===== src/rtl/mouse_packet_assembler.sv =====
// Assembles 3-byte PS/2 mouse packets into movement strobes and a clamped cursor.
// Define MOUSE_POS_TRACK_EN to accumulate MOUSE_X/MOUSE_Y; otherwise they sit at centre.
module mouse_packet_assembler #(
    parameter int MAX_X          = 160,
    parameter int MAX_Y          = 120,
    parameter int TIMEOUT_CYCLES = 2000000
) (
    input  logic       CLK,
    input  logic       RESET,
    input  logic       ENABLE,
    input  logic [7:0] BYTE_READ,
    input  logic [1:0] BYTE_ERROR_CODE,
    input  logic       BYTE_READY,
    output logic       READ_ENABLE,
    output logic       PACKET_VALID,
    output logic [7:0] STATUS,
    output logic [8:0] DX,
    output logic [8:0] DY,
    output logic [7:0] MOUSE_X,
    output logic [7:0] MOUSE_Y,
    output logic       SYNC_LOST,
    output logic [7:0] ERROR_COUNT
);

    typedef enum logic [1:0] {
        WAIT_B0,
        WAIT_B1,
        WAIT_B2,
        UPDATE
    } state_t;

    localparam logic [23:0] T_LAST = 24'(TIMEOUT_CYCLES - 1);
    localparam logic [7:0]  X_HOME = 8'(MAX_X / 2);
    localparam logic [7:0]  Y_HOME = 8'(MAX_Y / 2);

    state_t      state;
    logic [7:0]  status_q;
    logic [7:0]  xbyte_q;
    logic [7:0]  ybyte_q;
    logic [23:0] tcount;

    logic        code_ok;
    logic        discard;
    logic [8:0]  dx_next;
    logic [8:0]  dy_next;

    assign code_ok = (BYTE_ERROR_CODE == 2'b00);

    // Overflow forces the delta to the extreme in the direction of the sign bit.
    always_comb begin
        dx_next = {status_q[4], xbyte_q};
        dy_next = {status_q[5], ybyte_q};
        if (status_q[6])
            dx_next = status_q[4] ? 9'h100 : 9'h0FF;
        if (status_q[7])
            dy_next = status_q[5] ? 9'h100 : 9'h0FF;
    end

    always_comb begin
        discard = 1'b0;
        if (READ_ENABLE) begin
            unique case (state)
                WAIT_B0: discard = BYTE_READY && !(code_ok && BYTE_READ[3]);
                WAIT_B1,
                WAIT_B2: discard = BYTE_READY ? !code_ok : (tcount == T_LAST);
                default: discard = 1'b0;
            endcase
        end
    end

`ifdef MOUSE_POS_TRACK_EN
    localparam logic signed [9:0] X_LIM = 10'(MAX_X - 1);
    localparam logic signed [9:0] Y_LIM = 10'(MAX_Y - 1);

    function automatic logic [7:0] clamp_pos(
        input logic [7:0]        cur,
        input logic [8:0]        d,
        input logic signed [9:0] lim
    );
        logic signed [9:0] sum;
        sum = $signed({2'b00, cur}) + $signed({d[8], d});
        if (sum < 10'sd0)
            clamp_pos = 8'd0;
        else if (sum > lim)
            clamp_pos = lim[7:0];
        else
            clamp_pos = sum[7:0];
    endfunction
`else
    assign MOUSE_X = X_HOME;
    assign MOUSE_Y = Y_HOME;
`endif

    always_ff @(posedge CLK) begin
        if (RESET) begin
            state        <= WAIT_B0;
            status_q     <= 8'h00;
            xbyte_q      <= 8'h00;
            ybyte_q      <= 8'h00;
            tcount       <= 24'd0;
            READ_ENABLE  <= 1'b0;
            PACKET_VALID <= 1'b0;
            STATUS       <= 8'h00;
            DX           <= 9'd0;
            DY           <= 9'd0;
            SYNC_LOST    <= 1'b0;
            ERROR_COUNT  <= 8'd0;
`ifdef MOUSE_POS_TRACK_EN
            MOUSE_X      <= X_HOME;
            MOUSE_Y      <= Y_HOME;
`endif
        end else begin
            READ_ENABLE  <= ENABLE;
            PACKET_VALID <= 1'b0;
            SYNC_LOST    <= discard;
            if (discard && ERROR_COUNT != 8'hFF)
                ERROR_COUNT <= ERROR_COUNT + 8'd1;

            if (!READ_ENABLE) begin
                state  <= WAIT_B0;
                tcount <= 24'd0;
            end else begin
                unique case (state)
                    WAIT_B0: begin
                        tcount <= 24'd0;
                        if (BYTE_READY && code_ok && BYTE_READ[3]) begin
                            status_q <= BYTE_READ;
                            state    <= WAIT_B1;
                        end
                    end
                    WAIT_B1: begin
                        if (BYTE_READY) begin
                            tcount <= 24'd0;
                            if (code_ok) begin
                                xbyte_q <= BYTE_READ;
                                state   <= WAIT_B2;
                            end else begin
                                state <= WAIT_B0;
                            end
                        end else if (tcount == T_LAST) begin
                            tcount <= 24'd0;
                            state  <= WAIT_B0;
                        end else begin
                            tcount <= tcount + 24'd1;
                        end
                    end
                    WAIT_B2: begin
                        if (BYTE_READY) begin
                            tcount <= 24'd0;
                            if (code_ok) begin
                                ybyte_q <= BYTE_READ;
                                state   <= UPDATE;
                            end else begin
                                state <= WAIT_B0;
                            end
                        end else if (tcount == T_LAST) begin
                            tcount <= 24'd0;
                            state  <= WAIT_B0;
                        end else begin
                            tcount <= tcount + 24'd1;
                        end
                    end
                    UPDATE: begin
                        STATUS       <= status_q;
                        DX           <= dx_next;
                        DY           <= dy_next;
                        PACKET_VALID <= 1'b1;
`ifdef MOUSE_POS_TRACK_EN
                        MOUSE_X      <= clamp_pos(MOUSE_X, dx_next, X_LIM);
                        MOUSE_Y      <= clamp_pos(MOUSE_Y, dy_next, Y_LIM);
`endif
                        tcount       <= 24'd0;
                        state        <= WAIT_B0;
                    end
                    default: state <= WAIT_B0;
                endcase
            end
        end
    end

endmodule


===== config.mk =====
export PLATFORM = sky130hd
export DESIGN_NAME = mouse_packet_assembler
export DESIGN_NICKNAME = d
export VERILOG_FILES = /design/src/rtl/mouse_packet_assembler.sv
export SDC_FILE = /design/constraint.sdc
export NUM_CORES = 1
export LEC_CHECK = 0
export CORE_ASPECT_RATIO = 1.25
export CORE_MARGIN = 2
export CORE_UTILIZATION = 28
export CTS_BUF_LIST = sky130_fd_sc_hd__clkbuf_8
export CTS_CLUSTER_SIZE = 12
export DETAILED_ROUTE_END_ITERATION = 8
export GPL_TIMING_DRIVEN = 1
export SLEW_MARGIN = 20
export SYNTH_ARGS = -nofsm -noshare
export SYNTH_HDL_FRONTEND = slang
export SYNTH_SLANG_ARGS = --single-unit

===== constraint.sdc =====
create_clock -name CLK -period 6.7 [get_ports CLK]
set_input_delay 2.01 -clock CLK [delete_from_list [all_inputs] [get_ports CLK]]
set_output_delay 2.01 -clock CLK [all_outputs]
set_load 0.02 [all_outputs]

==> metrics.md <==
| Metric | Value |
|---|---|
| Least-Margin Pin Slew | 954 ps |
| Leading area contributor after synthesis | dfxtp_1 |
| Vias/cell | 4.63 |
| Deepest clock path buffer count | 2 |
| Ys Warns | 0 |
| Vias | 3016 |
| M1 GR Usage | 14.1% |
| Total congestion overflow | 0 |
| Synth Instances | 434 |
| Number of I/O pins | 67 |
| Fin crit share | 61.4% |
| Initial Util | 28.6% |
| Crit Path Class | in2reg |
| Die Span Y | 134 microns |
| Worst rel slew slack | 36.3% |
| Final setup TNS | 0 ps |
| Worst Path Required | 6920 ps |
| Hold crit path type | reg2reg |
| CTS sink count | 85 |
| Final Hold Fails | 0 |
| Post-route DRC | 0 |
| M2 GR Usage | 20.6% |
| Post-CTS Hold Buffers | 0 |
| Slew Limit Fails | 0 |
| Total track usage | 11.9% |
| Gr busiest metal | met2 |
| CTS Buf Count | 9 |
| Area after DPL | 4360 sq um |
| Synthesized flop and latch total | 85 |
| Cts repair resizes | 0 |
| Final Instance Area | 4550 sq um |
| Root cell of the clock tree | clkbuf_8 |
| Avg Cell Area, Syn | 8.77 sq um |
| Pleak | 1.59 nW |
| Top cell type's share of synthesized area | 44.7% |
| Post-DP HPWL | 5920 microns |
| Setup violators final | 0 |
| Synth-to-Final Area Change | 19.5% |
| Power Dens Cells | 192 nW/um^2 |
| Row count | 47 |
| DRT iter0 DRCs | 129 |
| CP arrival | 4340 ps |
| Multi-input gate area in the final layout | 1910 sq um |
| Fillers | 1405 |
| Max Freq | 243 MHz |
| Layout cells sized above 1 | 5.21% |
| Max-cap violations | 0 |
| CP max FO | 10 |
| Number of synthesized flops with an enable pin | 0 |
| Pin count of the biggest net entering global routing | 67 |
| Drt total wl | 8220 microns |
| Fraction of registers with async set/reset | 0% |
| Setup bufs post-CTS | 0 |
| Antenna Cells | 0 |
| Met3 usage | 2.53% |
| CTS tree | done |
| First-pass GRT wire length | 13800 microns |
| FF+latch area | 1700 sq um |
| Startpoint types | primary input |
| Min Tclk post-route | 4120 ps |
| Core area | 13300 sq um |
| Port Buffer Count | 50 |
| Placer Congestion | 0.754 |
| Critical path endpoint category | flip-flop |
| Vias in the first global route | 2895 |
| Mapped cell area | 3810 sq um |
| Worst-Skew Late Latency | 350 ps |
| TritonRoute pass-1 iters | 4 |
| Initial antenna violation count | 0 |
| Top post-synthesis cells by area | dfxtp_1 45%, mux2i_1 6.8%, nor2_1 6.4% |
| Status | finished, final reports clean |
| Sequential fraction of the synthesis area | 44.7% |
| Cell variety after synth | 50 |
| Clock transition at path regs | 90 ps |
| Most used DFF post-synth | dfxtp_1 |
| H-tree Lvls | 3 |
| NumNets Final | 495 |
| Final setup skew | 9.94 ps |
| Routed WL per cell | 12.6 microns |
| Die ar. | 14600 sq um |
| VDD IR max | 0.0000739 V |
| Chip width | 108 microns |
| RSZ-0062 raised after global routing | no |
| Post-DRT Antenna Nets | 0 |
==> cell usage in the layout, fill, tap and decap left out, drive strengths merged, types with 10 or more instances in the layout <==
| master | count |
|---|---|
| a21oi | 27 |
| clkdlybuf4s50 | 49 |
| conb | 16 |
| dfxtp | 85 |
| inv | 12 |
| mux2i | 26 |
| nand2 | 42 |
| nand3 | 18 |
| nor2 | 65 |
| nor2b | 10 |
| nor3 | 10 |
| o211ai | 14 |
| xnor2 | 15 |
==> metal layers <==
metal,vias to the layer above,part of all wire [%]
li1,1538,-
met1,1402,44
met2,67,50
met3,9,4.8
met4,0,1.3
met5,-,0
==> critical path, stage by stage <==
cell	delay, ps
clkdlybuf4s50_1	550
nor3b_1	800
nand3_1	610
mux2i_1	300
nor2_1	60
==> synth_stat cells (3+ instances only) <==
| master | n |
|---|---|
| nor2b_1 | 10 |
| buf_4 | 18 |
| nand3_1 | 18 |
| and3_1 | 6 |
| buf_1 | 3 |
| mux2_1 | 5 |
| and4_1 | 4 |
| nor4_1 | 5 |
| nor3_1 | 10 |
| xor2_1 | 7 |
| a21oi_1 | 27 |
| ha_1 | 6 |
| or3_1 | 4 |
| nand4_1 | 5 |
| mux2i_1 | 26 |
| dfxtp_1 | 85 |
| clkbuf_1 | 12 |
| nor2_1 | 65 |
| nand2_1 | 42 |
| a211oi_1 | 3 |
| xnor2_1 | 15 |
| inv_1 | 10 |
| o211ai_1 | 14 |
==> area by class of cell <==
type / instances / area share, %
Multi-Input combinational cell: 317 / 41.9
Inverter: 10 / 0.825
Clock inverter: 7 / 1.10
Sequential cell: 85 / 37.4
Tap cell: 171 / 4.70
Clock buffer: 9 / 2.72
Timing Repair Buffer: 52 / 11.3
==> final timing paths <==
path                   start    endpoint  slack [ps]  depth (start not counted)
setup / recovery  BYTE_READY  ybyte_q[5]        2580                          5
hold / removal         DX[5]       DX[5]         460                          2
setup reg to reg  tcount[16]  tcount[11]        4070                          6
hold reg to reg        DX[5]       DX[5]         460                          2
==> registers in the layout, indices dropped and copies added, names as in the netlist <==
register,count
DY,8
ybyte_q,8
READ_ENABLE,1
status_q,8
PACKET_VALID,1
xbyte_q,8
tcount,24
DX,8
state,2
SYNC_LOST,1
STATUS,8
ERROR_COUNT,8
==> kinds of logic (layout without fill, tap and decap cells) <==
family | after synthesis | count (layout) | synth area share (%)
AND/OR/NAND/NOR | 184 | 184 | 23.1
flip-flops | 85 | 85 | 44.7
AO/OA/AOI/OAI | 58 | 58 | 10.1
buffers and inverters | 46 | 78 | 6.57
multiplexers | 31 | 31 | 8.31
XOR/XNOR | 22 | 22 | 5.06
adder cells (fa/ha/maj) | 6 | 6 | 1.97
other | 2 | 16 | 0.197
==> per-stage QoR <==
stage	instances	util [%]	power [W]	hold slack [ps]	worst slack [ps]
floorplan	448	-	0.000547	431	3110
global placement	634	32.8	0.000556	441	2320
detailed placement	634	32.8	0.000556	445	2220
CTS	650	34.1	0.000884	458	2610
global route	651	34.2	0.000909	486	2350
finish	651	34.2	0.000872	455	2580
==> report_power, final <==
part / switching (W) / total (W) / leakage (nW) / internal (W)
Clock: 0.000191 / 0.000328 / 0.0937 / 0.000137
Combinational: 0.0000240 / 0.0000364 / 0.816 / 0.0000123
Sequential: 0.00000205 / 0.000508 / 0.685 / 0.000506
Total: 0.000217 / 0.000872 / 1.59 / 0.000655
Power figures use the tool's default switching activity.
